## config.mk

```make
export PLATFORM = sky130hd
export DESIGN_NAME = mw_add_seq
export DESIGN_NICKNAME = d
export VERILOG_FILES = /design/src/rtl/mw_add_seq_pkg.sv /design/src/rtl/mw_add_seq_adder.sv /design/src/rtl/mw_add_seq.sv
export SDC_FILE = /design/constraint.sdc
export NUM_CORES = 1
export LEC_CHECK = 0
export CELL_PAD_IN_SITES_DETAIL_PLACEMENT = 1
export CELL_PAD_IN_SITES_GLOBAL_PLACEMENT = 1
export CORE_ASPECT_RATIO = 0.9
export CORE_MARGIN = 3
export CORE_UTILIZATION = 36
export DETAILED_ROUTE_END_ITERATION = 10
export GPL_ROUTABILITY_DRIVEN = 0
export PLACE_DENSITY = 0.89
export SYNTH_ARGS = -nofsm -noshare
export SYNTH_HDL_FRONTEND = slang
export SYNTH_SLANG_ARGS = --single-unit
```

## constraint.sdc

```tcl
create_clock -name clk -period 4.15 [get_ports clk]
set_input_delay 0.83 -clock clk [delete_from_list [all_inputs] [get_ports clk]]
set_output_delay 0.83 -clock clk [all_outputs]
set_load 0.02 [all_outputs]
```

## src/rtl/mw_add_seq_pkg.sv

```systemverilog
`default_nettype none
// ============================================================================
// Module   : mw_add_seq_pkg
// Purpose  : Shared definitions for the multi-word sequential adder: the
//            operand-tracking FSM encoding and the word-counter width helper.
// Contents : state_e      - FIRST (next word is word 0) / MID (inside operand)
//            cnt_width()  - width of a counter able to hold 0..max_words
// Revision : 1.0 - initial release
// ============================================================================
package mw_add_seq_pkg;

    typedef enum logic [0:0] {
        ST_FIRST = 1'b0,
        ST_MID   = 1'b1
    } state_e;

    // Counter width for a given maximum word count: $clog2(max_words + 1).
    function automatic int cnt_width(input int max_words);
        return $clog2(max_words + 1);
    endfunction

    localparam int DEF_MAX_WORDS = 8;
    localparam int DEF_CNT_W     = $clog2(DEF_MAX_WORDS + 1);

endpackage
`default_nettype wire

```

## src/rtl/mw_add_seq_adder.sv

```systemverilog
`default_nettype none
// ============================================================================
// Module   : mw_add_seq_adder
// Purpose  : Single-word combinational adder: sum_o = a_i + b_i + cin_i.
// Ports    : a_i, b_i [N-1:0] - operand words
//            cin_i            - carry-in
//            sum_o [N-1:0]    - sum word
//            cout_o           - carry-out
// Revision : 1.0 - initial release
// ============================================================================
module mw_add_seq_adder #(
    parameter int N = 32
) (
    input  logic [N-1:0] a_i,
    input  logic [N-1:0] b_i,
    input  logic         cin_i,
    output logic [N-1:0] sum_o,
    output logic         cout_o
);

    assign {cout_o, sum_o} = {1'b0, a_i} + {1'b0, b_i} + {{N{1'b0}}, cin_i};

endmodule
`default_nettype wire

```

## src/rtl/mw_add_seq.sv

```systemverilog
`default_nettype none
// ============================================================================
// Module   : mw_add_seq
// Purpose  : Streams multi-word operands (least-significant word first) and
//            emits their sum one word per cycle with a single output register
//            stage. Carry is chained between words; an operand ends on s_last
//            or when MAX_WORDS words have been accepted.
// Ports    : clk, rst_n (async, active-low)
//            s_valid/s_ready, s_a, s_b, s_cin, s_last  - input word stream
//            m_valid/m_ready, m_z, m_last, m_cout,
//            m_zero, m_trunc                         - result word stream
// Revision : 1.0 - initial release
// ============================================================================
module mw_add_seq #(
    parameter int N         = 32,
    parameter int MAX_WORDS = 8
) (
    input  logic         clk,
    input  logic         rst_n,
    input  logic         s_valid,
    output logic         s_ready,
    input  logic [N-1:0] s_a,
    input  logic [N-1:0] s_b,
    input  logic         s_cin,
    input  logic         s_last,
    output logic         m_valid,
    input  logic         m_ready,
    output logic [N-1:0] m_z,
    output logic         m_last,
    output logic         m_cout,
    output logic         m_zero,
    output logic         m_trunc
);
    import mw_add_seq_pkg::*;

    localparam int CNT_W = cnt_width(MAX_WORDS);

    state_e             state_q, state_d;
    logic [CNT_W-1:0]   cnt_q, cnt_d;
    logic               carry_q, carry_d;
    logic               zacc_q, zacc_d;
    logic               m_valid_q, m_valid_d;
    logic [N-1:0]       m_z_q, m_z_d;
    logic               m_last_q, m_last_d;
    logic               m_cout_q, m_cout_d;
    logic               m_zero_q, m_zero_d;
    logic               m_trunc_q, m_trunc_d;

    logic               w_accept;
    logic               w_cin;
    logic [N-1:0]       w_sum;
    logic               w_cout;
    logic               w_cnt_max;
    logic               w_end;
    logic               w_zall;

    // The output register can take a new word whenever it is empty or being drained.
    assign s_ready  = !m_valid_q || m_ready;
    assign w_accept = s_valid && s_ready;

    // Word 0 takes the external carry-in; later words take the chained carry.
    assign w_cin = (state_q == ST_FIRST) ? s_cin : carry_q;

    mw_add_seq_adder #(
        .N (N)
    ) u_adder (
        .a_i    (s_a),
        .b_i    (s_b),
        .cin_i  (w_cin),
        .sum_o  (w_sum),
        .cout_o (w_cout)
    );

    // cnt_q holds words already accepted in this operand, so the current word
    // is the MAX_WORDS-th one when cnt_q equals MAX_WORDS-1.
    assign w_cnt_max = (cnt_q == CNT_W'(MAX_WORDS - 1));
    assign w_end     = s_last || w_cnt_max;

    // Running "all words zero" flag; word 0 starts a fresh accumulation.
    assign w_zall = (w_sum == '0) && ((state_q == ST_FIRST) || zacc_q);

    always_comb begin
        state_d   = state_q;
        cnt_d     = cnt_q;
        carry_d   = carry_q;
        zacc_d    = zacc_q;
        m_valid_d = m_valid_q;
        m_z_d     = m_z_q;
        m_last_d  = m_last_q;
        m_cout_d  = m_cout_q;
        m_zero_d  = m_zero_q;
        m_trunc_d = m_trunc_q;

        if (w_accept) begin
            m_valid_d = 1'b1;
            m_z_d     = w_sum;
            m_last_d  = w_end;
            m_cout_d  = w_end && w_cout;
            m_zero_d  = w_end && w_zall;
            m_trunc_d = w_cnt_max && !s_last;
            if (w_end) begin
                state_d = ST_FIRST;
                cnt_d   = '0;
                carry_d = 1'b0;
                zacc_d  = 1'b0;
            end else begin
                state_d = ST_MID;
                cnt_d   = cnt_q + CNT_W'(1);
                carry_d = w_cout;
                zacc_d  = w_zall;
            end
        end else if (m_ready) begin
            m_valid_d = 1'b0;
        end
    end

    always_ff @(posedge clk or negedge rst_n) begin
        if (!rst_n) begin
            state_q   <= ST_FIRST;
            cnt_q     <= '0;
            carry_q   <= 1'b0;
            zacc_q    <= 1'b0;
            m_valid_q <= 1'b0;
            m_z_q     <= '0;
            m_last_q  <= 1'b0;
            m_cout_q  <= 1'b0;
            m_zero_q  <= 1'b0;
            m_trunc_q <= 1'b0;
        end else begin
            state_q   <= state_d;
            cnt_q     <= cnt_d;
            carry_q   <= carry_d;
            zacc_q    <= zacc_d;
            m_valid_q <= m_valid_d;
            m_z_q     <= m_z_d;
            m_last_q  <= m_last_d;
            m_cout_q  <= m_cout_d;
            m_zero_q  <= m_zero_d;
            m_trunc_q <= m_trunc_d;
        end
    end

    assign m_valid = m_valid_q;
    assign m_z     = m_z_q;
    assign m_last  = m_last_q;
    assign m_cout  = m_cout_q;
    assign m_zero  = m_zero_q;
    assign m_trunc = m_trunc_q;

endmodule
`default_nettype wire

```

==> results.yml, run 1 <==
run_status:
  outcome: "finished clean"
global_routing:
  track_usage: 0.2192
  grt.overflow.total: 0
  grt_pass1_vias: 4353
  antenna_found_initial: 0
  grt_pass1_wl_mm: 21.57
  grt_max_degree: 45
worst_hold_path:
  hold_path_class: "flip-flop to flip-flop"
  holdPathStages: 2
sta:
  fin_crit_sh: 0.9684
  slew-limit-headroom: 0.3068
  hold_viol_final: 0
  fin_crit_ps: 4019
  max_freq_mhz: 248.8
  finalSetupViolCount: 0
  slew_violations: 0
  worst_hold_slack_ps: 484.2
  clock_skew_ps: 5.142
  tightest_slew_ps: 1040
logic_synthesis:
  synthesis.nets: 580
  synth_simple_gate_area_frac: 0.2268
  synth_cell_types: 68
  synth-seq-area-share: 0.2843
  synth_seq_cells: 44
  synth_flop_cell: "dfrtp_1"
  synth-edff-count: 0
  synth_top_family_by_area: "compound AO/OA/AOI/OAI gates"
  synth_most_common_cell: "nand2_1"
  async_reset_ff_frac: 1.000
  synth-compound-area-share: 0.2766
  netlist_instances: 476
  synth.area.mux_share: 0.01454
  synthAdderAreaFrac: 0.1137
  yosys.area.top_type: "dfrtp_1"
  synth_common_cells: "84 x nand2_1, 44 x dfrtp_1, 36 x a21oi_1"
  synth_area_leaders: "dfrtp_1 28%, ha_1 10%, nand2_1 8.1%, a21oi_1 4.7%, o21ai_0 4.0%"
  synth_area_um2: 3872
  synth_top_area_share: 0.2843
  yosysWarnings: 0
  synth_xor_area_frac: 0.03845
  avgSynthCellArea_um2: 8.135
routing:
  ant_nets: 0
  totalWireLength_mm: 14.13
  first_pass_iters: 5
  drt_iter0_drc: 292
  wl_per_cell_um: 19.71
  drc_errors: 0
  via_per_inst: 5.923
  vias: 4247
critical_path:
  endpoint_kind: "flip-flop"
  critPathSlowestCell: "clkdlybuf4s50_1"
  r2r_slack_ps: 390
  r2r_cells: 14
  critical_path_class: "input port to flip-flop"
  rr_startpoint: "state_q"
  max_stage_delay_ps: 440
  timing.rr.end: "zacc_q"
  cp_common_cell: "fa_2"
  crit_chain: "clkdlybuf4s50_1, fa_2, fa_2, a211oi_2, buf_4, o21ai_2, buf_6, a22oi_1, nand2b_1, xnor2_1, nand4b_1, nor4b_4, nand4_1, o21ai_1"
  cp.arrival_ps: 4230
  startpoint: "s_a[0]"
  crit_fanout: 4
  cp_data_required_time_ps: 4360
  crit_end: "zacc_q"
  start_kind: "input port"
floorplan:
  die_y_um: 104.4
  io_pins: 108
  start_util: 0.3731
  core_area_um2: 10380
  num_rows: 35
  dieWidth_um: 115.3
  die_area_um2: 12040
finish:
  fin_util: 0.5178
  diodes: 0
  synthToLayoutAreaGrowth_pct: 38.77
  regArea_um2: 1101
  nets: 691
  multi_input_area_um2: 2680
  final_cell_area_um2: 5374
  drive_gt1_frac: 0.1088
  nFillCells: 1247
  largest_register_ffs: 32
place:
  post_dp_cell_area_um2: 5081
  dp_hpwl_mm: 10.99
  io_buffers: 107
cts:
  clock-sinks: 44
  insertion_delay_ps: 290
  cts_tree: "built"
  htreeDepth: 2
  cts_root_buf: "clkbuf_16"
  cts_made_buffers: 5
  clk_pin_slew_worst_paths_ps: 70
  clockBufferDepth: 2
power:
  leakagePower_nw: 2.292
  ir_drop_mv: 0.2189
  cellPowerDensity_nw_per_um2: 354.5
job:
  drv_cap: 0
==> stage by stage <==
| stage | total power [mW] | worst slack [ps] | setup TNS, ps | cells |
|---|---|---|---|---|
| floorplan | 1.034 | 352.8 | 0 | 476 |
| global placement | 1.371 | -254.6 | -546.0 | 705 |
| detailed placement | 1.408 | -469.2 | -1362 | 705 |
| CTS | 1.870 | 0.9415 | 0 | 714 |
| global route | 1.997 | -35.25 | -35.25 | 717 |
| finish | 1.905 | 131.1 | 0 | 717 |
==> layout make-up <==
cell class,instances,area share
Multi-Input combinational cell,395,0.4987
Timing Repair Buffer,123,0.2226
Sequential cell,44,0.2049
Tap cell,129,0.03003
Clock buffer,5,0.02328
Inverter,18,0.01257
Clock inverter,3,0.007916
==> cell usage in the layout (no fill, tap or decap), drive strengths merged, types with 3 or more instances in the layout <==
cell type,Yosys,layout
clkdlybuf4s50,0,105
nand2,84,84
dfrtp,44,44
o21ai,39,39
a21oi,37,37
ha,32,32
nor2,25,25
inv,18,18
buf,8,17
a211oi,14,14
nand4,12,12
o31ai,12,12
a21o,11,11
nand3,10,10
nor3,10,10
xnor2,9,9
xor2,8,8
o21a,8,8
nand2b,7,7
a31oi,7,7
or3,6,6
clkbuf,11,5
mux2,5,5
nor4,5,5
and3,4,4
and2,3,3
o211ai,3,3
o21bai,3,3
nor2b,3,3
o22ai,3,3
or2,3,3
a31o,3,3
==> cells by family (layout without fill, tap and decap cells) <==
kind of cell    count (synthesis)  after routing
xor+xnor                       17             17
flops                          44             44
mux                             5              5
fa+ha+maj                      34             34
simple gates                  180            180
compound gates                159            159
buf+inv                        37            149
==> repair_timing <==
action,4_1_cts,5_1_grt
buffers inserted,1,3
gates resized for setup,4,19
hold buffers,0,0
setup endpoints to repair,2,4
pin swaps,2,13
==> report_power, final <==
part	switching [mW]	internal, mW	leakage (nW)
Clock	0.170	0.283	0.0798
Combinational	0.495	0.391	1.67
Sequential	0.0567	0.509	0.546
Total	0.722	1.18	2.29
==> per-layer routing <==
metal,up-vias,share of wire,GRT usage,routed length (um)
met5,-,0,0,0
met4,0,0.012,0.04275,164
met3,15,0.055,0.02269,784
met2,162,0.50,0.3876,7069
met1,2093,0.43,0.2874,6112
li1,1977,-,-,-
==> worst min path at each step <==
stage	slack [ps]	from	endpoint
6_report	480	m_z[23]	m_z[23]
5_1_grt	510	m_last	m_last
4_1_cts	490	m_z[23]	m_z[23]
3_5_place_dp	470	m_z[23]	m_z[23]
3_3_place_gp	460	m_z[13]	m_z[13]
2_1_floorplan	440	carry_q	carry_q
==> worst max-delay path, delay by kind of cell <==
kind | cells | cell delay (ps)
XOR/XNOR | 1 | 230
adder cells (fa/ha/maj) | 2 | 810
AO/OA/AOI/OAI | 4 | 800
AND/OR/NAND/NOR | 4 | 800
buffers and inverters | 3 | 760
(Power assumes the default switching activity.)
==> inputs of run 2 (changes only) <==
- CAP_MARGIN: not set -> 25
==> run 2 against run 1 <==
Net effect: combinational power about the same; clock skew barely moved; sequential power about the same; power up 0.11%; worst setup slack better by 18 ps; register-to-register slack better by 20 ps; critical path depth unchanged; die area is the same.
==> results.yml, run 2 (same netlist as run 1, synthesis figures left out) <==
sta:
  worst_hold_slack_ps: 361.2
  tightest_slew_ps: 821.9
  hold_viol_final: 0
  finalSetupViolCount: 0
  finalSetupTns_ps: 0
  max_freq_mhz: 250.0
  slew-limit-headroom: 0.4507
  clock_skew_ps: 4.811
  fin_crit_ps: 4001
  slew_violations: 0
  fin_crit_sh: 0.9640
cts:
  cts_made_buffers: 5
  clk_pin_slew_worst_paths_ps: 60
  clockBufferDepth: 2
  cts_hold_buf: 0
  clock-sinks: 44
  cts_root_buf: "clkbuf_16"
  cts_tree: "built"
  htreeDepth: 2
  insertion_delay_ps: 290
critical_path:
  max_stage_delay_ps: 440
  crit_chain: "clkdlybuf4s50_1, fa_2, fa_2, a211oi_2, buf_4, o21ai_2, buf_6, a22oi_1, nand2b_1, xnor2_1, nand4b_1, nor4b_4, nand4_1, o21ai_1"
  critPathSlowestCell: "clkdlybuf4s50_1"
  start_kind: "input port"
  rr_startpoint: "state_q"
  cp_data_required_time_ps: 4360
  critical_path_class: "input port to flip-flop"
  path_buf_inv: 3
  r2r_slack_ps: 410
  timing.rr.end: "zacc_q"
  r2r_cells: 14
  cp.arrival_ps: 4210
  crit_family: "adder cells"
  endpoint_kind: "flip-flop"
  cp_common_cell: "fa_2"
  crit_fanout: 4
global_routing:
  grt.overflow.total: 0
  grt_pass1_vias: 4353
  grt_max_degree: 45
  grt_pass1_wl_mm: 21.57
  antenna_found_initial: 0
  track_usage: 0.2192
place:
  post_dp_cell_area_um2: 5081
  dp.cells: 705
  dp_hpwl_mm: 10.99
  io_buffers: 107
finish:
  nFillCells: 1243
  stdcell_count: 718
  drive_gt1_frac: 0.1104
  final_cell_area_um2: 5394
  diodes: 0
  fin_util: 0.5197
  synthToLayoutAreaGrowth_pct: 39.29
  nets: 692
  layout_common_cells: "105 x clkdlybuf4s50_1, 84 x nand2_1, 44 x dfrtp_1"
  largest_register_ffs: 32
  final_common_cell: "clkdlybuf4s50_1"
routing:
  wl_per_cell_um: 19.72
  drt_iter0_drc: 273
  first_pass_iters: 4
  vias: 4285
  totalWireLength_mm: 14.16
  via_per_inst: 5.968
  ant_nets: 0
  drc_errors: 0
floorplan:
  start_util: 0.3731
  io_pins: 108
  core_area_um2: 10380
  num_rows: 35
  dieWidth_um: 115.3
  die_area_um2: 12040
  die_y_um: 104.4
power:
  ir_drop_mv: 0.2192
  cellPowerDensity_nw_per_um2: 353.6
  leakagePower_nw: 2.301
run_status:
  outcome: "finished clean"
job:
  drv_cap: 0
worst_hold_path:
  hold_path_class: "input port to asynchronous set/reset pin"
## run 2: cell count changes in the layout (fill, tap and decap cells not counted)
cell    before  now
buf_12       0    1
## run 2: cell type report
cell class / count / area (um2) / area share
multi-input combinational: 395 / 2680 / 0.4969
tap: 129 / 161.4 / 0.02992
inverter: 18 / 67.56 / 0.01253
sequential: 44 / 1101 / 0.2041
timing repair buffer: 124 / 1216 / 0.2255
clock buffer: 5 / 125.1 / 0.02320
clock inverter: 3 / 42.54 / 0.007887
## run 2: worst max path at each step
stage / startpoint / end / slack, ps / depth (start not counted)
6_report: s_a[0] / zacc_q / 150 / 14
5_1_grt: s_a[0] / zacc_q / -40 / 14
4_1_cts: s_cin / zacc_q / 0.9 / 14
3_5_place_dp: s_cin / zacc_q / -470 / 13
3_3_place_gp: s_cin / zacc_q / -250 / 13
2_1_floorplan: s_cin / zacc_q / 350 / 12
## run 2: stage by stage
step	power (mW)	setup slack (ps)
2_1_floorplan	1.034	352.8
3_3_place_gp	1.371	-254.6
3_5_place_dp	1.408	-469.2
4_1_cts	1.870	0.9415
5_1_grt	2.000	-35.25
6_report	1.907	149.3
## run 2: power by group
part | total (mW) | leakage, nW | internal, mW | switching (mW)
sequential | 0.566 | 0.546 | 0.509 | 0.0568
clock | 0.452 | 0.0798 | 0.283 | 0.169
combinational | 0.889 | 1.68 | 0.393 | 0.496
total | 1.91 | 2.30 | 1.19 | 0.722
## run 2: repair_timing
action	in CTS	in global routing
buffers inserted	1	3
pin swaps	2	13
setup endpoints to repair	2	4
resized for setup	4	19
cloned	0	0
endpoints found under the hold margin	0	0
## run 2: metal layers
layer,vias up,track usage,routed length (um)
met5,-,0,0
met4,0,0.04275,202
met3,18,0.02269,775
met2,167,0.3876,7067
met1,2123,0.2874,6117
li1,1977,-,-
